### config.mk
export PLATFORM = sky130hd
export DESIGN_NAME = mem_stage_ctrl_flat
export DESIGN_NICKNAME = d
export VERILOG_FILES = /design/src/rtl/mem_stage_ctrl_pkg.sv /design/src/rtl/mem_stage_ctrl_if.sv /design/src/rtl/mem_stage_ctrl_mem_wb_reg.sv /design/src/rtl/mem_stage_ctrl.sv /design/src/flat_wrapper.sv
export SDC_FILE = /design/constraint.sdc
export NUM_CORES = 1
export LEC_CHECK = 0
export BUFFER_PORTS_ARGS = -buffer_cell sky130_fd_sc_hd__buf_4
export CAP_MARGIN = 20
export CORE_UTILIZATION = 25
export DETAILED_ROUTE_END_ITERATION = 10
export GPL_TIMING_DRIVEN = 0
export PLACE_DENSITY = 0.5
export SYNTH_ARGS = -nofsm -noshare
export SYNTH_HDL_FRONTEND = slang
export SYNTH_SLANG_ARGS = --single-unit
### constraint.sdc
create_clock -name clk -period 3.6 [get_ports clk]
set_clock_uncertainty 0.2 [all_clocks]
set_input_delay 0.18 -clock clk [delete_from_list [all_inputs] [get_ports clk]]
set_output_delay 0.18 -clock clk [all_outputs]
set_load 0.03 [all_outputs]
### src/rtl/mem_stage_ctrl_pkg.sv
// Shared types and constants for the MEM stage controller.
package mem_stage_pkg;

  localparam int DATA_W_DEF = 32;
  localparam int RD_W_DEF   = 4;

  typedef enum logic {
    IDLE = 1'b0,
    WAIT = 1'b1
  } state_t;

  // Width needed to count 0..n-1; at least one bit.
  function automatic int clog2(input int n);
    int w;
    w = 1;
    while ((1 << w) < n) w++;
    return w;
  endfunction

endpackage

### src/rtl/mem_stage_ctrl_if.sv
// Data-memory request/acknowledge port.
// Handshake: the master raises dmem_req with dmem_we/dmem_addr/dmem_wdata and
// holds all of them stable until the cycle in which the slave raises dmem_ack;
// that cycle completes the access and dmem_rdata is valid in it for reads.
// dmem_ack while dmem_req is low carries no meaning.
interface mem_stage_ctrl_if
  import mem_stage_pkg::*;
#(
  parameter int DATA_W = DATA_W_DEF
);
  logic              dmem_req;
  logic              dmem_we;
  logic [DATA_W-1:0] dmem_addr;
  logic [DATA_W-1:0] dmem_wdata;
  logic              dmem_ack;
  logic [DATA_W-1:0] dmem_rdata;

  modport master (
    output dmem_req, dmem_we, dmem_addr, dmem_wdata,
    input  dmem_ack, dmem_rdata
  );

  modport slave (
    input  dmem_req, dmem_we, dmem_addr, dmem_wdata,
    output dmem_ack, dmem_rdata
  );
endinterface

### src/rtl/mem_stage_ctrl_mem_wb_reg.sv
// MEM/WB pipeline register; a cycle without i_load inserts a bubble
// (write enable cleared, data and destination held).
module mem_wb_reg
  import mem_stage_pkg::*;
#(
  parameter int DATA_W = DATA_W_DEF,
  parameter int RD_W   = RD_W_DEF
) (
  input  logic              clk,
  input  logic              rst_n,
  input  logic              i_load,
  input  logic [DATA_W-1:0] i_data,
  input  logic [RD_W-1:0]   i_rd,
  input  logic              i_regwrite,
  output logic [DATA_W-1:0] o_data,
  output logic [RD_W-1:0]   o_rd,
  output logic              o_regwrite
);

  logic [DATA_W-1:0] r_data;
  logic [RD_W-1:0]   r_rd;
  logic              r_regwrite;

  // Capture a completed instruction, otherwise load a bubble.
  always_ff @(posedge clk or negedge rst_n) begin
    if (!rst_n) begin
      r_data     <= '0;
      r_rd       <= '0;
      r_regwrite <= 1'b0;
    end else if (i_load) begin
      r_data     <= i_data;
      r_rd       <= i_rd;
      r_regwrite <= i_regwrite;
    end else begin
      r_regwrite <= 1'b0;
    end
  end

  assign o_data     = r_data;
  assign o_rd       = r_rd;
  assign o_regwrite = r_regwrite;

endmodule

### src/rtl/mem_stage_ctrl.sv
// MEM stage controller: issues data-memory accesses from EX/MEM, stalls the
// pipeline while an access is outstanding and feeds the MEM/WB register.
// Optional abort of a hung access is enabled by defining MEM_TIMEOUT_EN.
module mem_stage_ctrl
  import mem_stage_pkg::*;
#(
  parameter int DATA_W         = DATA_W_DEF,
  parameter int RD_W           = RD_W_DEF,
  parameter int TIMEOUT_CYCLES = 16
) (
  input  logic              clk,
  input  logic              rst_n,
  input  logic [DATA_W-1:0] ALUresEX,
  input  logic [DATA_W-1:0] StoreDataEX,
  input  logic [RD_W-1:0]   EX_MEMRd,
  input  logic              MemReadEX,
  input  logic              MemWriteEX,
  input  logic              MemtoRegEX,
  input  logic              RegWriteEX,
  mem_stage_ctrl_if.master  dmem,
  output logic              mem_stall,
  output logic              mem_err,
  output logic [DATA_W-1:0] wb_data,
  output logic [RD_W-1:0]   MEM_WBRd,
  output logic              RegWriteWB,
  output state_t            o_dbg_state
);

  state_t            r_state;
  logic [DATA_W-1:0] r_addr;
  logic [DATA_W-1:0] r_wdata;
  logic              r_we;
  logic [RD_W-1:0]   r_rd;
  logic              r_memtoreg;
  logic              r_regwrite;

  logic w_idle, w_memop, w_req, w_ack, w_timeout, w_load, w_memtoreg;
  logic [DATA_W-1:0] w_alu;

  assign w_idle  = (r_state == IDLE);
  assign w_memop = MemReadEX | MemWriteEX;
  // In IDLE the request follows EX/MEM directly; reset forces it low at once.
  assign w_req   = w_idle ? (rst_n & w_memop) : 1'b1;
  assign w_ack   = w_req & dmem.dmem_ack;

`ifdef MEM_TIMEOUT_EN
  localparam int CNT_W = clog2(TIMEOUT_CYCLES);
  logic [CNT_W-1:0] r_cnt;
  logic             r_err;
  assign w_timeout = !w_idle && !dmem.dmem_ack &&
                     (r_cnt == CNT_W'(TIMEOUT_CYCLES - 1));
  assign mem_err   = r_err;
`else
  assign w_timeout = 1'b0;
  assign mem_err   = 1'b0;
  if (TIMEOUT_CYCLES < 1) begin : g_timeout_unused
  end
`endif

  assign dmem.dmem_req   = w_req;
  assign dmem.dmem_we    = w_idle ? (w_req & MemWriteEX) : r_we;
  assign dmem.dmem_addr  = w_idle ? (w_req ? ALUresEX : '0) : r_addr;
  assign dmem.dmem_wdata = w_idle ? (w_req ? StoreDataEX : '0) : r_wdata;

  // A timed-out access releases the stall so the aborted instruction leaves.
  assign mem_stall = w_req & !dmem.dmem_ack & !w_timeout;

  // MEM/WB loads on a non-memory instruction or on a completed access.
  assign w_load     = w_idle ? (!w_memop | w_ack) : w_ack;
  assign w_memtoreg = w_idle ? MemtoRegEX : r_memtoreg;
  assign w_alu      = w_idle ? ALUresEX : r_addr;

  // Request FSM: latch the access when memory does not answer immediately.
  always_ff @(posedge clk or negedge rst_n) begin
    if (!rst_n) begin
      r_state    <= IDLE;
      r_addr     <= '0;
      r_wdata    <= '0;
      r_we       <= 1'b0;
      r_rd       <= '0;
      r_memtoreg <= 1'b0;
      r_regwrite <= 1'b0;
`ifdef MEM_TIMEOUT_EN
      r_cnt      <= '0;
      r_err      <= 1'b0;
`endif
    end else begin
`ifdef MEM_TIMEOUT_EN
      r_err <= w_timeout;
`endif
      case (r_state)
        IDLE: begin
          if (w_memop && !dmem.dmem_ack) begin
            r_state    <= WAIT;
            r_addr     <= ALUresEX;
            r_wdata    <= StoreDataEX;
            r_we       <= MemWriteEX;
            r_rd       <= EX_MEMRd;
            r_memtoreg <= MemtoRegEX;
            r_regwrite <= RegWriteEX;
`ifdef MEM_TIMEOUT_EN
            r_cnt      <= '0;
`endif
          end
        end
        WAIT: begin
          if (dmem.dmem_ack || w_timeout) begin
            r_state <= IDLE;
          end
`ifdef MEM_TIMEOUT_EN
          else begin
            r_cnt <= r_cnt + 1'b1;
          end
`endif
        end
        default: r_state <= IDLE;
      endcase
    end
  end

  mem_wb_reg #(
    .DATA_W (DATA_W),
    .RD_W   (RD_W)
  ) u_mem_wb (
    .clk        (clk),
    .rst_n      (rst_n),
    .i_load     (w_load),
    .i_data     ((w_req && w_memtoreg) ? dmem.dmem_rdata : w_alu),
    .i_rd       (w_idle ? EX_MEMRd : r_rd),
    .i_regwrite (w_idle ? RegWriteEX : r_regwrite),
    .o_data     (wb_data),
    .o_rd       (MEM_WBRd),
    .o_regwrite (RegWriteWB)
  );

  assign o_dbg_state = r_state;

endmodule

### src/flat_wrapper.sv
// flat-port wrapper written by rule: the top's interface ports become plain ports
module mem_stage_ctrl_flat import mem_stage_pkg::*;
#(
  parameter int DATA_W         = DATA_W_DEF,
  parameter int RD_W           = RD_W_DEF,
  parameter int TIMEOUT_CYCLES = 16
)
  (clk, rst_n, ALUresEX, StoreDataEX, EX_MEMRd, MemReadEX, MemWriteEX, MemtoRegEX, RegWriteEX, mem_stall, mem_err, wb_data, MEM_WBRd, RegWriteWB, o_dbg_state, dmem_dmem_req, dmem_dmem_we, dmem_dmem_addr, dmem_dmem_wdata, dmem_dmem_ack, dmem_dmem_rdata);
  mem_stage_ctrl_if #(.DATA_W(DATA_W)) dmem_i ();
  input  logic clk;
  input  logic rst_n;
  input  logic [DATA_W-1:0] ALUresEX;
  input  logic [DATA_W-1:0] StoreDataEX;
  input  logic [RD_W-1:0] EX_MEMRd;
  input  logic MemReadEX;
  input  logic MemWriteEX;
  input  logic MemtoRegEX;
  input  logic RegWriteEX;
  output logic mem_stall;
  output logic mem_err;
  output logic [DATA_W-1:0] wb_data;
  output logic [RD_W-1:0] MEM_WBRd;
  output logic RegWriteWB;
  output state_t o_dbg_state;
  output wire logic [$bits(dmem_i.dmem_req)-1:0] dmem_dmem_req;
  output wire logic [$bits(dmem_i.dmem_we)-1:0] dmem_dmem_we;
  output wire logic [$bits(dmem_i.dmem_addr)-1:0] dmem_dmem_addr;
  output wire logic [$bits(dmem_i.dmem_wdata)-1:0] dmem_dmem_wdata;
  input wire logic [$bits(dmem_i.dmem_ack)-1:0] dmem_dmem_ack;
  input wire logic [$bits(dmem_i.dmem_rdata)-1:0] dmem_dmem_rdata;
  assign dmem_dmem_req = dmem_i.dmem_req;
  assign dmem_dmem_we = dmem_i.dmem_we;
  assign dmem_dmem_addr = dmem_i.dmem_addr;
  assign dmem_dmem_wdata = dmem_i.dmem_wdata;
  assign dmem_i.dmem_ack = dmem_dmem_ack;
  assign dmem_i.dmem_rdata = dmem_dmem_rdata;
  mem_stage_ctrl #(.DATA_W(DATA_W), .RD_W(RD_W), .TIMEOUT_CYCLES(TIMEOUT_CYCLES)) u_core (.clk(clk), .rst_n(rst_n), .ALUresEX(ALUresEX), .StoreDataEX(StoreDataEX), .EX_MEMRd(EX_MEMRd), .MemReadEX(MemReadEX), .MemWriteEX(MemWriteEX), .MemtoRegEX(MemtoRegEX), .RegWriteEX(RegWriteEX), .dmem(dmem_i), .mem_stall(mem_stall), .mem_err(mem_err), .wb_data(wb_data), .MEM_WBRd(MEM_WBRd), .RegWriteWB(RegWriteWB), .o_dbg_state(o_dbg_state));
endmodule
==> summary.md, run 1 <==
| Metric | Value |
|---|---|
| CTS buffer count | 9 |
| Levels on crit path | 7 |
| Unrepaired setup endpoints after global routing | no |
| Critical Path Max Stage Delay | 0.55 ns |
| Layout cells sized above 1 | 39.7% |
| Net Switching | 1.51 mW |
| Seq pwr share | 37.3% |
| Crit end category | output port |
| Global-route wire length before repair | 30100 um |
| Area grow syn2layout | 62.3% |
| Status | complete, no violations |
| Flop-to-flop setup slack | 1.56 ns |
| DRC violations left | 0 |
| Cts repair resizes | 0 |
| CP max stage cell | dlygate4sd3_1 |
| EDFF count, synth | 0 |
| CTS tree | done |
| Final period utilization | 89.4% |
| Later-pin clock latency in the skew report | 0.36 ns |
| Max Clock Freq | 311 MHz |
| IO buf count | 211 |
| Die extent in x | 149 um |
| Mapped cell area | 5380 um^2 |
| DIE AREA | 22100 um^2 |
| First-pass DRT Iterations | 5 |
| # rows | 53 |
| Slew Limit Headroom | 56.6% |
| Total wire length | 19400 um |
| Least-Margin Pin Slew | 0.651 ns |
| CTS sink cnt | 109 |
| Gpl congestion | 0.717 |
| Clock Power Share | 26.6% |
| Leading area contributor after synthesis | dfrtp_1 |
| Avg Vias per Cell | 4.64 |
| Layout net count | 951 |
| Grt total ovfl | 0 |
| Yosys cell types | 22 |
| Die span in y | 149 um |
| Yosys top cell area share | 50.7% |
| CP delay by family, top | buffers and inverters |
| Worst Path Arrival | 2.84 ns |
| Max Cap Viol | 0 |
| Sw Share | 35.2% |
| Cells after Synth | 515 |
| Worst hold stages | 3 |
| Final Util | 41.4% |
| Pin count of the biggest net entering global routing | 66 |
| Avg Synthesized Cell Area | 10.5 um^2 |
| R2R depth | 5 |
| Crit path buf inv count | 4 |
| WL/cell | 17.3 um |
| Int Power | 2.77 mW |
| Antenna Cells | 0 |
| Starting Density | 25.5% |
| Final Hold Vio Count | 0 |
| Leakage Power | 4.03 nW |
| Drt initial violations | 207 |
| Ports | 213 |
| Final Max Tran Viols | 0 |
| Vias | 5217 |
| Synth top cells by count | dfrtp_1 (109), mux2_2 (71), nor2_1 (68) |
| Final ANT Viol Nets | 0 |
| Hpwl dp | 13500 um |
| Syn nets | 622 |
| Critical path required time | 3.22 ns |
| Combinational power share | 36.1% |
| Core area | 21100 um^2 |
| Yosys reg bits | 109 |
| GRT Overall Usage | 17.7% |
| Top post-synthesis cells by area | dfrtp_1 (51%), mux2_2 (15%), a22o_1 (10%), nor2_1 (4.7%), o22ai_1 (3.7%) |
| Clock-pin slew on the worst setup and hold paths | 0.08 ns |
| Setup TNS | 0 ns |
| Vias in the first global route | 5459 |
| Most common cell in the netlist | dfrtp_1 |
| Crit Path Class | input pin to output port |
| VDD IR-drop max | 0.000217 V |
| Clk root buf | clkbuf_16 |
| H-tree depth | 3 |
| Endpoints failing setup | 0 |
| Ys flop type | dfrtp_1 |
| Ys Warns | 0 |
| HP Class | input pin to register |
| PwrDens | 490 nW/um^2 |
| CP max FO | 65 |
| Antenna violations before repair | 0 |
| Final Critical Period | 3.22 ns |
| Sequential area share after synthesis | 50.7% |
| Post-synth ARST share | 100% |
| Critical Path Start Type | input pin |
| Max Root-Sink Buffers | 2 |
| CP Cell Sequence | dlygate4sd3_1 > buf_6 > o21ai_0 > nor2_2 > buf_2 > a22o_1 > buf_4 |
==> final timing paths <==
kind                                             from                         end
min                                         MemReadEX           u_core.r_addr[31]
max                                             rst_n          dmem_dmem_addr[29]
min reg2reg                u_core.u_mem_wb.o_data[17]  u_core.u_mem_wb.o_data[17]
max reg2reg                        u_core.o_dbg_state   u_core.u_mem_wb.o_data[9]
max in group asynchronous                       rst_n           u_core.r_addr[10]
min in group asynchronous                       rst_n          u_core.r_wdata[10]
==> worst register-to-register path, delay by kind of cell, from the launching register on <==
kind,cells,cell delay [ns]
buffers and inverters,2,0.56
AND/OR/NAND/NOR,1,0.41
flip-flops,1,0.39
AO/OA/AOI/OAI,2,0.35
==> stage by stage <==
step	instance area (um^2)	hold slack (ns)	worst slack (ns)	cells	power [mW]
floorplan	5380	-0.316	1.37	515	2.48
global placement	7310	0.184	0.0187	1001	3.07
detailed placement	7340	0.0313	0.874	1002	3.09
CTS	8730	0.153	0.300	1124	4.34
global route	8730	0.168	0.158	1124	4.53
finish	8730	0.142	0.382	1124	4.28
==> power by group through the flow <==
stage | sequential (mW) | clock (mW) | combinational, mW
finish | 1.60 | 1.14 | 1.55
detailed placement | 1.62 | 0 | 1.47
global route | 1.63 | 1.23 | 1.67
floorplan | 1.76 | 0 | 0.724
global placement | 1.61 | 0 | 1.46
CTS | 1.60 | 1.18 | 1.56
==> what timing repair did <==
item | CTS | global route
endpoints found under the hold margin | 169 | 0
hold buffers | 106 | 0
setup buffers | 0 | 0
==> registers in the layout, indices dropped and copies added (netlist names) <==
signal,count
u_core.u_mem_wb.o_rd,4
u_core.r_we,1
u_core.r_addr,32
u_core.r_rd,4
u_core.u_mem_wb.o_data,32
u_core.o_dbg_state,1
u_core.u_mem_wb.o_regwrite,1
u_core.r_memtoreg,1
u_core.r_regwrite,1
u_core.r_wdata,32
==> routing by layer <==
| layer | GRT usage (%) | vias to the layer above | part of all wire (%) |
|---|---|---|---|
| li1 | - | 2523 | - |
| met1 | 21.7 | 2518 | 43 |
| met2 | 30.9 | 163 | 49 |
| met3 | 5.05 | 13 | 7.1 |
| met4 | 3.57 | 0 | 0.74 |
| met5 | 0 | - | 0 |
==> final cells by class <==
cell class | instances | area [um^2]
clock inverters | 7 | 106
multi-input cells | 359 | 2430
plain buffers | 47 | 228
well taps | 275 | 344
fillers | 2133 | 12400
repair buffers | 318 | 2680
clock buffers | 9 | 225
flip-flops and latches | 109 | 2730
==> cells in the final DEF (no fill, tap or decap), types with 5 or more instances in the layout <==
master,instances
buf_2,31
clkbuf_1,12
o21ai_1,5
o22ai_1,32
mux2i_1,5
o21ai_0,33
dlygate4sd3_1,106
nand2_1,39
clkbuf_16,9
mux2_2,71
buf_4,213
nor2_1,68
a22o_1,64
a21oi_1,32
dfrtp_1,109
==> kinds of logic after synthesis <==
group / share of synthesized area [%]
other cells: 0.0697
buf+inv: 4.23
flops: 50.7
simple gates: 8.02
mux: 15.8
compound gates: 21.2
Power figures use the tool's default switching activity.
==> run 2, diff against run 1 <==
- CELL_PAD_IN_SITES_DETAIL_PLACEMENT: not set -> 1
- CELL_PAD_IN_SITES_GLOBAL_PLACEMENT: not set -> 1
- PLACE_DENSITY: 0.5 -> 0.62
==> run 2 against run 1 <==
Combinational power about the same. Clock-buffer cell count increased by 3. Non-clock buffer count unchanged. Worst hold slack improved by 0.023 ns. Critical endpoint is now dmem_dmem_addr[2]. Highest routed layer unchanged.
==> summary.md, run 2 (synthesis gave the netlist of run 1 again) <==
| Metric | Value |
|---|---|
| Status | complete, no violations |
| Postcts setup bufs | 0 |
| Total wire length | 20700 um |
| Later-pin clock latency in the skew report | 0.36 ns |
| Hold WS | 0.165 ns |
| Pre-CTS WS | 0.936 ns |
| # rows | 53 |
| Core area | 21100 um^2 |
| HP Class | input pin to asynchronous set/reset pin |
| Leakage Power | 4.02 nW |
| Endpoints failing setup | 0 |
| IO buf count | 211 |
| Max Root-Sink Buffers | 2 |
| Critical Path Start Type | input pin |
| Final ANT Viol Nets | 0 |
| Final Critical Period | 3.13 ns |
| Dpl cell area | 7340 um^2 |
| Clock-pin slew on the worst setup and hold paths | 0.08 ns |
| CTS sink cnt | 109 |
| Total Power Consumption | 4.18 mW |
| Post-route worst setup slack | 0.469 ns |
| Critical Path Source | rst_n |
| Drt initial violations | 115 |
| DRC violations left | 0 |
| Pin count of the biggest net entering global routing | 58 |
| Die span in y | 149 um |
| First-pass DRT Iterations | 4 |
| Setup TNS | 0 ns |
| Antenna Cells | 0 |
| Ports | 213 |
| R2R depth | 5 |
| Worst Path Arrival | 2.75 ns |
| Global-route wire length before repair | 32200 um |
| Final Max Tran Viols | 0 |
| Max Cap Viol | 0 |
| Most common cell after layout, fill and taps aside | buf_4 |
| Seq. cell area | 2730 um^2 |
| Grt total ovfl | 0 |
| DIE AREA | 22100 um^2 |
| H-tree depth | 3 |
| Post-cts hold buffer count | 106 |
| WL/cell | 18.5 um |
| Vias in the first global route | 5893 |
| RR Startpoint | u_core.o_dbg_state |
| Area grow syn2layout | 61.4% |
| Final Util | 41.2% |
| PwrDens | 481 nW/um^2 |
| Final Hold Vio Count | 0 |
| Avg Vias per Cell | 4.76 |
| CTS buffer count | 9 |
| Fill cells | 2384 |
| Crit Path Class | input pin to output port |
| Final period utilization | 87.0% |
| Most frequent cells in the layout | buf_4 (213), dfrtp_1 (109), dlygate4sd3_1 (106) |
| Least-Margin Pin Slew | 0.613 ns |
| Cts repair resizes | 0 |
| Gpl congestion | 0.752 |
| Clk root buf | clkbuf_16 |
| Layout net count | 951 |
| Non-filler instance count after layout | 1124 |
| Max Clock Freq | 319 MHz |
| GRT Overall Usage | 18.9% |
| Multi-input gate area | 2430 um^2 |
| Vias | 5355 |
| Fin area | 8690 um^2 |
| CTS tree | done |
| Hpwl dp | 14700 um |
| VDD IR-drop max | 0.000235 V |
| Crit end category | output port |
| Antenna violations before repair | 0 |
| Layout cells sized above 1 | 39.6% |
| Die extent in x | 149 um |
| Cell count after placement | 1002 |
| Critical path required time | 3.22 ns |
| Slew Limit Headroom | 59.1% |
| Starting Density | 25.5% |
| Unrepaired setup endpoints after global routing | no |
| CP max FO | 57 |
run 2: per-layer routing:
layer,vias to the layer above,track usage (%),part of all wire [%]
met4,0,4.64,0.97
met2,157,33.3,50
li1,2515,-,-
met5,-,0,0
met3,12,4.74,6.4
met1,2671,23.0,42
run 2: final cells by class:
cell class,count,share of cell area [%]
sequential,109,31.4
clock inverter,4,0.346
tap,275,3.96
multi-input combinational,359,27.9
timing repair buffer,318,30.8
buffer,47,2.62
clock buffer,12,2.95
run 2: critical path: stages:
cell           delay [ns]
dlygate4sd3_1        0.55
buf_6                0.45
o21ai_0              0.27
nor2_2               0.53
buf_2                0.36
a22o_1               0.20
buf_4                0.17
run 2: report_power, final:
| group | internal (mW) | switching [mW] |
|---|---|---|
| clock network | 0.514 | 0.496 |
| logic | 0.693 | 0.873 |
| registers | 1.46 | 0.147 |
run 2: worst paths after layout:
kind / endpoint / slack, ns
min in group clk: u_core.r_addr[31] / 0.21
max reg2reg: u_core.u_mem_wb.o_data[20] / 1.45
max: dmem_dmem_addr[2] / 0.47
min reg2reg: u_core.u_mem_wb.o_data[25] / 0.28
min: u_core.r_wdata[30] / 0.17
max in group asynchronous: u_core.u_mem_wb.o_data[29] / 2.35
==> run 3, diff against run 2 <==
- RECOVER_POWER: not set -> 50
- REMOVE_ABC_BUFFERS: not set -> 1
==> run 3 against run 2 <==
Non-clock buffer count is 37 lower. Register-to-register slack worse by 1.0 ns. Sequential cell count stayed put. Die area stayed put. Via count is 3.3% lower. Sequential power hardly changed. Cell area is 1.3% lower. Global-route usage is 1.9 points lower. Clock-buffer cell count stayed put. Combinational power is 6% lower. Worst setup slack worse by 0.071 ns. Largest cell class unchanged. Highest routed layer unchanged.
==> summary.md, run 3 (synthesis gave the netlist of run 1 again) <==
| Metric | Value |
|---|---|
| Core area | 21100 um^2 |
| Max Clock Freq | 312 MHz |
| RR Startpoint | u_core.o_dbg_state |
| Crit path buf inv count | 3 |
| Crit Path Class | register to output port |
| Least-Margin Pin Slew | 1.46 ns |
| Max Root-Sink Buffers | 2 |
| HP Class | input pin to register |
| Total wire length | 18600 um |
| HP Start | MemReadEX |
| GRT Overall Usage | 17.0% |
| Most frequent cells in the layout | buf_4 (172), dfrtp_1 (108), dlygate4sd3_1 (106) |
| CP delay by family, top | flip-flops |
| Final Critical Period | 3.20 ns |
| CP Cell Sequence | nor2_4 > buf_16 > buf_16 > a22o_1 > buf_4 |
| DIE AREA | 22100 um^2 |
| Hpwl dp | 12200 um |
| Worst hold stages | 3 |
| Pin count of the biggest net entering global routing | 76 |
| Layout net count | 914 |
| Area grow syn2layout | 59.3% |
| Final Util | 40.7% |
| Flop-to-flop setup slack | 0.43 ns |
| Levels on crit path | 5 |
| R2R Path End | u_core.r_addr[13] |
| IO buf count | 211 |
| Unrepaired setup endpoints after global routing | no |
| Crit end category | output port |
| VDD IR-drop max | 0.000203 V |
| CP max FO | 70 |
| Die span in y | 149 um |
| Layout cells sized above 1 | 34.0% |
| Vias | 5176 |
| Leakage Power | 3.83 nW |
| Avg Vias per Cell | 4.76 |
| Starting Density | 25.5% |
| H-tree depth | 3 |
| Endpoints failing setup | 0 |
| Later-pin clock latency in the skew report | 0.35 ns |
| Gpl congestion | 0.696 |
| CTS sink cnt | 109 |
| PwrDens | 481 nW/um^2 |
| Clk root buf | clkbuf_16 |
| Drt initial violations | 94 |
| Most common cell after layout, fill and taps aside | buf_4 |
| CP max stage cell | dfrtp_2 |
| Ports | 213 |
| Non-filler instance count after layout | 1088 |
| Vias in the first global route | 5811 |
| Setup TNS | 0 ns |
| Slew Limit Headroom | 2.46% |
| CTS tree | done |
| Antenna violations before repair | 1 |
| Cts repair resizes | 0 |
| Crit path top cell by count | buf_16 |
| Clock-pin slew on the worst setup and hold paths | 0.08 ns |
| CTS buffer count | 9 |
| # rows | 53 |
| Final period utilization | 89.0% |
| R2R depth | 5 |
| Critical Path Start Type | register |
| DRC violations left | 0 |
| WL/cell | 17.1 um |
| Critical Path Max Stage Delay | 1.25 ns |
| Cell count after placement | 964 |
| Global-route wire length before repair | 29800 um |
| Final ANT Viol Nets | 0 |
| Grt total ovfl | 0 |
| Die extent in x | 149 um |
| Worst Hold End | u_core.r_memtoreg |
| Max Cap Viol | 0 |
| Worst Path Arrival | 2.82 ns |
| First-pass DRT Iterations | 4 |
| Total Power Consumption | 4.13 mW |
| Hold WS | 0.0502 ns |
| Status | complete, no violations |
| Final Max Tran Viols | 0 |
| Final Hold Vio Count | 0 |
| Critical path required time | 3.22 ns |
-- run 3: changes by cell type in the layout (fill, tap and decap cells not counted), moves of 2 or more --
cell and delta:
buf_16 +7, buf_2 -31, buf_4 -41, clkbuf_1 +25, clkbuf_2 +2, nor2_2 -2, nor2_4 +3
-- run 3: power by group --
| part | total (mW) | switching, mW | internal, mW |
|---|---|---|---|
| Clock | 1.03 | 0.494 | 0.540 |
| Sequential | 1.63 | 0.171 | 1.46 |
| Combinational | 1.47 | 0.828 | 0.638 |
| Total | 4.13 | 1.49 | 2.63 |
-- run 3: worst reg2reg max path: cells and delay by family (launching register included) --
kind	cells	cell delay, ns
buffers and inverters	2	0.87
and+or+nand+nor	1	0.23
muxes	1	0.37
AOI/OAI and AO/OA	1	0.14
DFF	1	1.25
-- run 3: worst max-delay path by stage --
stage                        from                   endpoint  slack (ns)
6_report       u_core.o_dbg_state        dmem_dmem_wdata[21]        0.40
3_3_place_gp   u_core.o_dbg_state         dmem_dmem_addr[27]       -3.49
2_1_floorplan  u_core.o_dbg_state  u_core.u_mem_wb.o_data[0]       -1.33
4_1_cts                     rst_n        dmem_dmem_wdata[31]        0.39
3_5_place_dp                rst_n        dmem_dmem_wdata[31]        0.52
5_1_grt        u_core.o_dbg_state          u_core.r_addr[13]        0.22
-- run 3: per-stage QoR --
| stage | cell area (um^2) | setup slack (ns) |
|---|---|---|
| 6_report | 8570 | 0.398 |
| 5_1_grt | 8570 | 0.221 |
| 4_1_cts | 8770 | 0.393 |
| 3_5_place_dp | 7380 | 0.521 |
| 3_3_place_gp | 7080 | -3.49 |
| 2_1_floorplan | 5150 | -1.33 |
-- run 3: repair_timing --
item / 4_1_cts / 5_1_grt
hold endpoints to repair: 166 / 0
hold buffers: 107 / 0
setup buffers: 0 / 0
-- run 3: layer usage --
layer	vias to the layer above	global-route usage, %	wire [um]
li1	2447	-	-
met1	2554	19.3	7680
met2	151	31.3	9640
met3	24	3.58	928
met4	0	5.92	357
met5	-	0	0
-- run 3: cell type report --
class	count	area, um^2
repair buffers	328	2740
fillers	2392	12500
clock inverters	4	37.5
well taps	275	344
multi-input cells	359	2450
clock buffers	12	267
flip-flops and latches	109	2730
diodes	1	2.50
